## config.mk

```make
export PLATFORM = sky130hd
export DESIGN_NAME = i_fetch_sched
export DESIGN_NICKNAME = d
export VERILOG_FILES = /design/src/rtl/lotr_pkg.sv /design/src/rtl/rr_sel_4.sv /design/src/rtl/i_fetch_sched.sv
export SDC_FILE = /design/constraint.sdc
export NUM_CORES = 1
export LEC_CHECK = 0
export ABC_AREA = 1
export CAP_MARGIN = 10
export CORE_MARGIN = 4
export CORE_UTILIZATION = 35
export DETAILED_ROUTE_END_ITERATION = 10
export PLACE_DENSITY = 0.54
export SLEW_MARGIN = 10
export SYNTH_ARGS = -nofsm -noshare
export SYNTH_HDL_FRONTEND = slang
export SYNTH_SLANG_ARGS = --single-unit
```

## constraint.sdc

```tcl
create_clock -name QClk -period 6.9 [get_ports QClk]
set_clock_uncertainty 0.2 [all_clocks]
set_input_delay 0.69 -clock QClk [delete_from_list [all_inputs] [get_ports QClk]]
set_output_delay 0.69 -clock QClk [all_outputs]
set_load 0.03 [all_outputs]
```

## src/rtl/lotr_pkg.sv

```systemverilog
// Shared types and constants for the multithreaded fetch scheduler.
package lotr_pkg;

  localparam int NUM_THREADS = 4;

  typedef logic [1:0] t_tid;

  localparam logic [1:0]  FETCH_COOLDOWN = 2'd3;
  localparam logic [31:0] PC_STEP        = 32'd4;

  // Fetch addresses are word aligned; low two bits of a target are dropped.
  function automatic logic [31:0] alignPc(input logic [31:0] pc);
    return {pc[31:2], 2'b00};
  endfunction

endpackage

```

## src/rtl/rr_sel_4.sv

```systemverilog
// Rotating-priority pick among 4 threads, starting just after the last issued one.
module rr_sel_4
  import lotr_pkg::*;
(
  input  logic [3:0] eligible,
  input  t_tid       last,
  output logic       grantValid,
  output t_tid       grantTid
);

  t_tid idx;

  // Walk from lowest to highest priority so the nearest successor of last wins.
  always_comb begin
    grantValid = 1'b0;
    grantTid   = '0;
    idx        = '0;
    for (int k = 4; k >= 1; k--) begin
      idx = last + t_tid'(k);
      if (eligible[idx]) begin
        grantValid = 1'b1;
        grantTid   = idx;
      end
    end
  end

endmodule

```

## src/rtl/i_fetch_sched.sv

```systemverilog
// Four-thread instruction fetch scheduler: round-robin issue with per-thread
// cooldown, branch redirect, and a registered Q101H stage.
module i_fetch_sched
  import lotr_pkg::*;
#(
  parameter logic [31:0] RST_PC_BASE   = 32'h0000_0000,
  parameter logic [31:0] RST_PC_STRIDE = 32'h0000_0000
) (
  input  logic        QClk,
  input  logic        RstQnnnH,
  input  logic [3:0]  ThreadEnQnnnH,
  input  logic        FetchStallQnnnH,
  input  logic        BranchValidQ103H,
  input  logic [1:0]  BranchThreadQ103H,
  input  logic [31:0] BranchTargetQ103H,
  output logic [31:0] PcQ100H,
  output logic        RdEnableQ100H,
  output logic [1:0]  ThreadQ100H,
  output logic        ValidQ101H,
  output logic [31:0] PcQ101H,
  output logic [1:0]  ThreadQ101H
);

  logic [31:0]            pcQ   [NUM_THREADS];
  logic [1:0]             coolQ [NUM_THREADS];
  t_tid                   lastQ;
  logic [NUM_THREADS-1:0] eligible;
  logic                   grantValid;
  t_tid                   grantTid;

  generate
    for (genvar gi = 0; gi < NUM_THREADS; gi++) begin : gElig
      assign eligible[gi] = ThreadEnQnnnH[gi] && (coolQ[gi] == 2'd0);
    end
  endgenerate

  rr_sel_4 uSel (
    .eligible   (eligible),
    .last       (lastQ),
    .grantValid (grantValid),
    .grantTid   (grantTid)
  );

  assign RdEnableQ100H = grantValid && !FetchStallQnnnH && !RstQnnnH;
  assign PcQ100H       = grantValid ? pcQ[grantTid] : 32'd0;
  assign ThreadQ100H   = grantValid ? grantTid : 2'd0;

  always_ff @(posedge QClk) begin
    if (RstQnnnH) begin
      for (int t = 0; t < NUM_THREADS; t++) begin
        pcQ[t]   <= RST_PC_BASE + RST_PC_STRIDE * 32'(t);
        coolQ[t] <= 2'd0;
      end
      lastQ       <= 2'd3;
      ValidQ101H  <= 1'b0;
      PcQ101H     <= 32'd0;
      ThreadQ101H <= 2'd0;
    end else begin
      if (!FetchStallQnnnH) begin
        for (int t = 0; t < NUM_THREADS; t++) begin
          if (coolQ[t] != 2'd0) coolQ[t] <= coolQ[t] - 2'd1;
        end
        if (RdEnableQ100H) begin
          pcQ[grantTid]   <= pcQ[grantTid] + PC_STEP;
          coolQ[grantTid] <= FETCH_COOLDOWN;
          lastQ           <= grantTid;
        end
        ValidQ101H  <= RdEnableQ100H;
        PcQ101H     <= PcQ100H;
        ThreadQ101H <= ThreadQ100H;
      end
      // Placed last so a redirect beats the +4 of the same thread, stalled or not.
      if (BranchValidQ103H) pcQ[BranchThreadQ103H] <= alignPc(BranchTargetQ103H);
    end
  end

endmodule

```

# After elaboration in Yosys (flattened, before gate mapping)
# Memories as Yosys holds them, arrays and structs flattened.
# Cells that the tools add are included.
dict set report word_totals {
  ram_bits 136
  input_bits 42
  ff_bits 37
  wordCells 95
  n_memories 2
}
dict set report op_classes {
  n_bitwise 5
  muxes 53
  n_reduce_logical 19
  n_addsub 8
  order_cmp 4
}
# name words width read_ports rd_ports_with_merged_regs wr line_no
set mem_list {}
lappend mem_list {pcQ 4 32 1 0 4 i_fetch_sched.sv:24} ;# logic [31:0] pcQ [NUM_THREADS];
lappend mem_list {coolQ 4 2 4 0 5 i_fetch_sched.sv:25} ;# logic [1:0] coolQ [NUM_THREADS];
# cell n
set ops {}
lappend ops {{2-to-1 mux 32 bit} 3}
lappend ops {{OR reduction 32 bit} 2}
lappend ops {{2-to-1 mux 1 bit} 35}
lappend ops {{adder 32 x 3 -> 32 bit (second input constant)} 1}
lappend ops {{2-to-1 mux 2 bit} 11}
lappend ops {{less-than comparator 2 x 3 -> 1 bit (second input constant)} 4}
lappend ops {{binary-select mux 1 bit (select 2 bit)} 4}
lappend ops {{logical NOT 2 bit} 4}
lappend ops {{nonzero test 2 bit} 4}
lappend ops {{subtractor 2 x 1 -> 2 bit (second input constant)} 4}
lappend ops {{logical AND 1 bit} 6}
lappend ops {{adder 2 bit (second input constant)} 2}
lappend ops {{bitwise OR 1 bit} 4}
lappend ops {{adder 2 x 1 -> 2 bit (second input constant)} 1}
lappend ops {{logical NOT 1 bit} 2}
lappend ops {{AND reduction 2 bit} 1}
lappend ops {{inverter 1 bit} 1}

# Depth between registers and ports, before layout
dict set report depth {
  word_depth 16
  depth_mapped 27
  mapped_depth_nobuf 26
}

# Cells and area by module
# A second synthesis with hierarchy kept.
dict set report hier_totals {
  hier_cells 1284
  area_unflattened_um2 9651.8
}
# mod seq_area_each_um2 area_per_inst_um2 instances cells_each
set modules_own_cells {}
lappend modules_own_cells {i_fetch_sched 4664.5 9405.3 1 1233}
lappend modules_own_cells {rr_sel_4 0.0 246.5 1 51}

# Least setup slack after synthesis
# OpenSTA, ideal clock, no wires.
dict set report synth_path {
  kind {input -> register}
  start {in ThreadEnQnnnH[2]}
  end {mem pcQ[1][10], enable pin}
  stages 14
  setup_slack_ns 3.469
  t_arrival_ns 2.675
  path_buffers 2
  cell_sequence {nand2_1 > nand2_1 > nand2_1 > nor2_2 > nor2_4 > nand3_2 > nand2_4 > buf_6 > buf_4 > inv_2 > nand2_1 > nor2_1 > inv_2 > nand3_1}
}
# element line_no
set synth_rtl {}
lappend synth_rtl {{start: declaration} i_fetch_sched.sv:11} ;# input logic [3:0] ThreadEnQnnnH,
lappend synth_rtl {{end: declaration} i_fetch_sched.sv:24}

# Worst setup path in the final report
dict set report layout_path {
  start {in ThreadEnQnnnH[0]}
  end {out PcQ100H[31]}
}
dict set report layout_between {
  elab_chain_len 9
}
# element line_no
set layout_lines {}
lappend layout_lines {{logical AND 1 bit (*)} i_fetch_sched.sv:33} ;# assign eligible[gi] = ThreadEnQnnnH[gi] && (coolQ[gi] == 2'd0);
lappend layout_lines {{binary-select mux 1 bit (select 2 bit)} rr_sel_4.sv:20} ;# if (eligible[idx]) begin
lappend layout_lines {{2-to-1 mux 1 bit (not written as such)} rr_sel_4.sv:20}
lappend layout_lines {{2-to-1 mux 2 bit (4 in series)} rr_sel_4.sv:20}
lappend layout_lines {{memory read (4 x 32 bit)} -}
lappend layout_lines {{2-to-1 mux 32 bit (*)} i_fetch_sched.sv:45} ;# assign PcQ100H = grantValid ? pcQ[grantTid] : 32'd0;
lappend layout_lines {{end: declaration} i_fetch_sched.sv:16} ;# output logic [31:0] PcQ100H,
# Mark *: on every way between the ends. The rest lies on a longest branch, timed or not. The select of a mux whose other input is x is not followed.

==> reports/metrics.yaml <==
placement:
  io_buffers: 109
  dp_hpwl_um: 24100
  dpl_worst_slack_ps: 1270
  gp_congestion: 0.904
sta:
  tightest_slew_ps: 851
  fin_setup_tns_ps: 0
  post-route-min-period_ps: 5550
  setup_violations: 0
  rsz0062_at_grt: "false"
  fin_crit_sh_pct: 80.4
  timing_hold_violations_final: 0
  max_freq_mhz: 180
  drv_slew: 0
  setup_ws_ps: 1350
  slew_headroom_pct: 43.3
clock_network:
  cts_hold_buf: 0
  cts_num_sinks: 173
  cts_setup_buffers: 0
  clockBufferDepth: 2
  cts_tree: "yes"
  clk_latency_ps: 440
  ctsHtreeMaxLevel: 4
  cts_resized: 0
  root_buffer: "clkbuf_16"
  clk_pin_slew_ps: 80
  cts_buffers: 17
critical_path:
  worst_setup_path_start_kind: "primary input"
  critPathCapture: "PcQ100H[31]"
  critPathRequiredTime_ps: 6010
  critPathLaunch: "ThreadEnQnnnH[0]"
  cp_max_fo: 40
  crit_arrival_ps: 4660
  timing.rr.start: "coolQ[3][0]"
  rr_endpoint: "pcQ[2][26]"
  worst_setup_path_end_kind: "output pin"
  rr_worst_depth: 21
  path_class: "primary input to output pin"
  rrSetupSlack_ps: 1740
die:
  core_mm2: 0.0290
  ios: 112
  dieArea_mm2: 0.0326
  fp.dieH_um: 181
  initial_utilization_pct: 35.9
  fp.dieW_um: 181
  num_rows: 62
synthesis:
  syn_inst: 1415
  synth_edf_count: 120
  seq_area_frac_synth_pct: 44.8
  yosys_warnings: 0
  syn_area_mm2: 0.0104
  syn_avg_cell_area_um2: 7.36
  ys_async_sr_fraction_pct: 0
  synth_seq_cells: 173
  syn-num-nets: 1462
  synthFlopType: "edfxtp_1"
  synth_cell_types: 35
grt:
  grt_pass1_vias: 9778
  grt_overflow: 0
  antenna_found_initial: 0
  grt_usage_pct: 22.3
  grt_max_degree: 68
  grt_pass1_wl_um: 57000
final_layout:
  drive_gt1_share_pct: 7.82
  fillers: 2940
  diodes: 0
  nNetsFinal: 1543
  utilization_pct: 43.1
  syn2layout_area_growth_pct: 19.9
routing:
  wl_per_cell_um: 19.5
  drt_first_pass_iters: 7
  drtIter0Drc: 966
  drtAntennaViolNets: 0
  routed-via-count: 10000
  avgViaCountPerCell: 5.28
  routed_wl_um: 37000
  drc: 0
job:
  max_cap_violations: 0
outcome:
  status: "finished clean"
hold_path:
  hp-class: "flip-flop to flip-flop"
==> sequential cells by signal, summed over array words and instances (netlist names) <==
| name | count |
|---|---|
| pcQ | 128 |
| PcQ101H | 32 |
| coolQ | 8 |
| ThreadQ101H | 2 |
| lastQ | 2 |
| ValidQ101H | 1 |
==> cells in the final DEF (no fill, tap or decap), types with 2 or more instances in the layout <==
| master | instances |
|---|---|
| nand2_1 | 445 |
| inv_1 | 180 |
| nand3_1 | 146 |
| edfxtp_1 | 120 |
| clkdlybuf4s50_1 | 109 |
| nor2_1 | 102 |
| nand4_1 | 85 |
| dfxtp_1 | 53 |
| o22ai_1 | 47 |
| buf_4 | 26 |
| o21ai_0 | 24 |
| o21ai_1 | 22 |
| clkbuf_16 | 22 |
| nor2_2 | 20 |
| nand3b_1 | 18 |
| a21oi_1 | 11 |
| nand2_2 | 10 |
| nand3_2 | 8 |
| o311ai_0 | 8 |
| inv_2 | 8 |
| nor2_4 | 7 |
| inv_6 | 5 |
| ha_1 | 5 |
| nor3_1 | 4 |
| nand2_4 | 3 |
| o32ai_1 | 2 |
| o211ai_1 | 2 |
| a22oi_1 | 2 |
| nor3_2 | 2 |
| and2_1 | 2 |
| inv_4 | 2 |
| inv_8 | 2 |
==> metal layers <==
layer | part of all wire, % | GRT usage, % | routed length [um]
met3 | 6.5 | 4.28 | 2410
met4 | 2.6 | 6.47 | 962
met1 | 43 | 28.7 | 16000
met5 | 0 | 0 | 0
met2 | 48 | 38.4 | 17600
==> cells in the mapped netlist (2+ instances only) <==
master	instances	share of area, %
inv_1	180	6.5
nand4_1	85	5.1
nand2_2	10	0.60
and2_1	2	0.12
nor2_4	6	0.65
buf_6	6	0.65
buf_2	28	1.3
nand3b_1	18	1.3
a22oi_1	2	0.14
o21ai_0	24	1.2
o21ai_1	22	1.1
nand2_1	445	16
buf_4	9	0.65
clkbuf_1	30	1.1
nand2_4	3	0.32
a21oi_1	11	0.53
o32ai_1	2	0.17
ha_1	5	0.60
o311ai_0	8	0.67
o22ai_1	47	2.8
inv_2	8	0.29
nor2_2	18	1.1
nand3_2	5	0.48
edfxtp_1	120	35
dfxtp_1	53	10
nor3_1	6	0.29
o211ai_1	2	0.14
nand3_1	149	7.2
nor2_1	105	3.8
==> cell type report <==
| cell class | count | area [um2] | share of cell area (%) |
|---|---|---|---|
| clock buffers | 23 | 554 | 4.44 |
| inverters | 189 | 714 | 5.72 |
| multi-input cells | 980 | 4690 | 37.6 |
| flip-flops and latches | 173 | 4660 | 37.3 |
| clock inverters | 9 | 100 | 0.801 |
| repair buffers | 135 | 1290 | 10.3 |
| well taps | 384 | 480 | 3.85 |
==> critical path, stage by stage <==
cell and delay, ps:
clkdlybuf4s50_1 480, nand3_1 90, nand2_2 140, nand2_2 70
nand2_1 60, inv_1 40, nand3_1 80, nand2_2 370
inv_2 800, nor2_1 300, inv_1 220, o22ai_1 100
nor3_1 200, inv_1 170, nor2_1 140, clkdlybuf4s50_1 690
==> how the worst min path moves through the flow <==
stage | depth (start not counted) | from | slack, ps | end
2_1_floorplan | 2 | pcQ[0][0] | 250 | pcQ[0][0]
3_3_place_gp | 2 | PcQ101H[14] | 250 | PcQ101H[14]
3_5_place_dp | 2 | PcQ101H[14] | 250 | PcQ101H[14]
4_1_cts | 2 | PcQ101H[14] | 260 | PcQ101H[14]
5_1_grt | 2 | PcQ101H[14] | 280 | PcQ101H[14]
6_report | 2 | PcQ101H[14] | 260 | PcQ101H[14]
==> per-stage QoR <==
| stage | cell area [um2] | cells | hold slack (ps) |
|---|---|---|---|
| 2_1_floorplan | 10400 | 1415 | 250 |
| 3_3_place_gp | 11800 | 1861 | 245 |
| 3_5_place_dp | 11800 | 1861 | 252 |
| 4_1_cts | 12500 | 1893 | 263 |
| 5_1_grt | 12500 | 1893 | 279 |
| 6_report | 12500 | 1893 | 259 |
==> kinds of logic (layout without fill, tap and decap cells) <==
logic type	after synthesis	in the layout	share of synthesized area, %
XOR/XNOR	2	2	0.240
flip-flops	173	173	44.8
adder cells (fa/ha/maj)	5	5	0.600
buffers and inverters	262	356	10.6
AO/OA/AOI/OAI	120	120	6.86
AND/OR/NAND/NOR	853	853	37.0
Power is not shown: default switching activity piles up to over one toggle a cycle in this logic, so the estimate is an artifact.
==> patch (same flow settings) <==
Make the reset (`RstQnnnH`) asynchronous in one clocked block.
--- a/src/rtl/i_fetch_sched.sv
+++ b/src/rtl/i_fetch_sched.sv
@@ -47,3 +47,3 @@
 
-  always_ff @(posedge QClk) begin
+  always_ff @(posedge QClk or posedge RstQnnnH) begin
     if (RstQnnnH) begin
Check against the original RTL: differs if RstQnnnH is asserted again (counterexample within 4 cycles, from zero or initial values and one cycle with RstQnnnH high); with RstQnnnH held inactive, the same outputs for 4 cycles.
==> patch against the original RTL <==
Setup slack improved by 0.00083 ns. Final area rose by 1.0%. First-iteration DRC count rose by 7.8%. Sequential cell count did not move. Area after synthesis rose by 2.4%. Routed wire length rose by 1.2%. Largest cell class unchanged. Highest routed layer unchanged.
Power is not shown: default switching activity piles up to over one toggle a cycle in this logic, so the estimate is an artifact.
==> patch: results (changes against the original RTL) <==
critical_path:
  r2r-end: "pcQ[108]"
  crit_start: "ThreadEnQnnnH[3]"
  crit_path_end: "PcQ100H[2]"
  max_stage_delay_ns: 0.70  # -0.10 ns
  cp_max_fo: 30  # -25%
  worstRegToRegCells: 20  # -4.8%
  reg2reg_slack_ns: 1.81  # +0.07 ns
  slowest_stage: "clkdlybuf4s50_1"
  r2r_start: "lastQ[0]"
route:
  wl_met3_um: 2126  # -12%
  drt_first_pass_iters: 6  # -1
  met2WireLength_um: 17760  # +0.65%
  first_iter_violations: 1041  # +7.8%
  vias: 10528  # +5.3%
  wl_met1_um: 16950  # +6.1%
  drt-wirelength-per-cell_um: 18.77  # -3.9%
global_routing:
  met3_usage: 0.02910  # -0.01369
  grt_pass1_wl_um: 58610  # +2.9%
  grt_use_total: 0.2245  # +0.001223
  grt_start_max_net_pins: 67  # -1.5%
  grt_use_met2: 0.3713  # -0.01265
  use_met1: 0.3143  # +0.02759
  grt_pass1_vias: 10142  # +3.7%
yosys:
  ys_seq_area_frac: 0.4060  # -0.04164
  yosys-top-cells-area: "dfrtp_1 (40%), nand2_1 (13%), a21oi_1 (8.1%)"
  async_reset_ff_frac: 1.000  # +1.000
  ys_types: 39  # +11%
  synthFlopType: "dfrtp_1"
  synth_top_cells_by_count: "nand2_1 (373), inv_1 (183), a21oi_1 (172), dfrtp_1 (171), nand3_1 (155)"
  synth-xor-area-share: 0.01044  # +0.008035
  synth_compound_area_frac: 0.1466  # +0.07802
  synth_cells: 1532  # +8.3%
  muxShareOfSynthArea: 0.0009381  # +0.0009381
  synth-warning-count: 0  # unchanged
  synthAdderAreaFrac: 0.001173  # -0.004831
placement:
  detailed_place_hpwl_um: 23540  # -2.4%
  gp_congestion: 0.8552  # -5.4%
  dp_slack_ns: 1.339  # +0.06601 ns
  placedCellCount: 1962  # +5.4%
  placed_area_mm2: 0.01203  # +1.6%
cts:
  clk_pin_slew_ns: 0.06  # -0.02 ns
finish:
  fillers: 3153  # +7.2%
  finish.net_count: 1634  # +5.9%
  finalNonFillerCells: 1994  # +5.3%
  drive_above_1_share: 0.06920  # -0.008995
hold_path:
  min_path_cells: 2  # unchanged
  hp-start: "PcQ101H[10]"
  hold_end: "PcQ101H[10]"
  hp-class: "register to register"
outcome:
  status: "completed"
sta:
  period_needed_ns: 5.548  # -0.0008300 ns
  worst_pin_slew_ns: 0.8196  # -0.03145 ns
## patch: cell types whose count changed after synthesis, moves of 8 or more
cell and change:
a21oi_1 +161, a22oi_1 +58, clkbuf_1 +25, dfrtp_1 +171
dfxtp_1 -53, edfxtp_1 -120, nand2_1 -72, nand3b_1 -9
nand4_1 -33, nor2_1 +49, o21ai_1 -20, o22ai_1 -40
o311ai_0 -8
## patch: metrics by stage
step | hold slack (ns) | utilization
3_5_place_dp | 0.2648 | 0.4027
3_3_place_gp | 0.2628 | 0.4027
2_1_floorplan | 0.2585 | -
4_1_cts | 0.2827 | 0.4223
6_report | 0.2766 | 0.4223
5_1_grt | 0.2998 | 0.4223
## patch: layout make-up
class | instances | area share
clock buffer | 18 | 0.03401
clock inverter | 14 | 0.01240
inverter | 192 | 0.05772
multi-input combinational | 1076 | 0.4137
sequential | 173 | 0.3433
tap | 390 | 0.03868
timing repair buffer | 131 | 0.1002
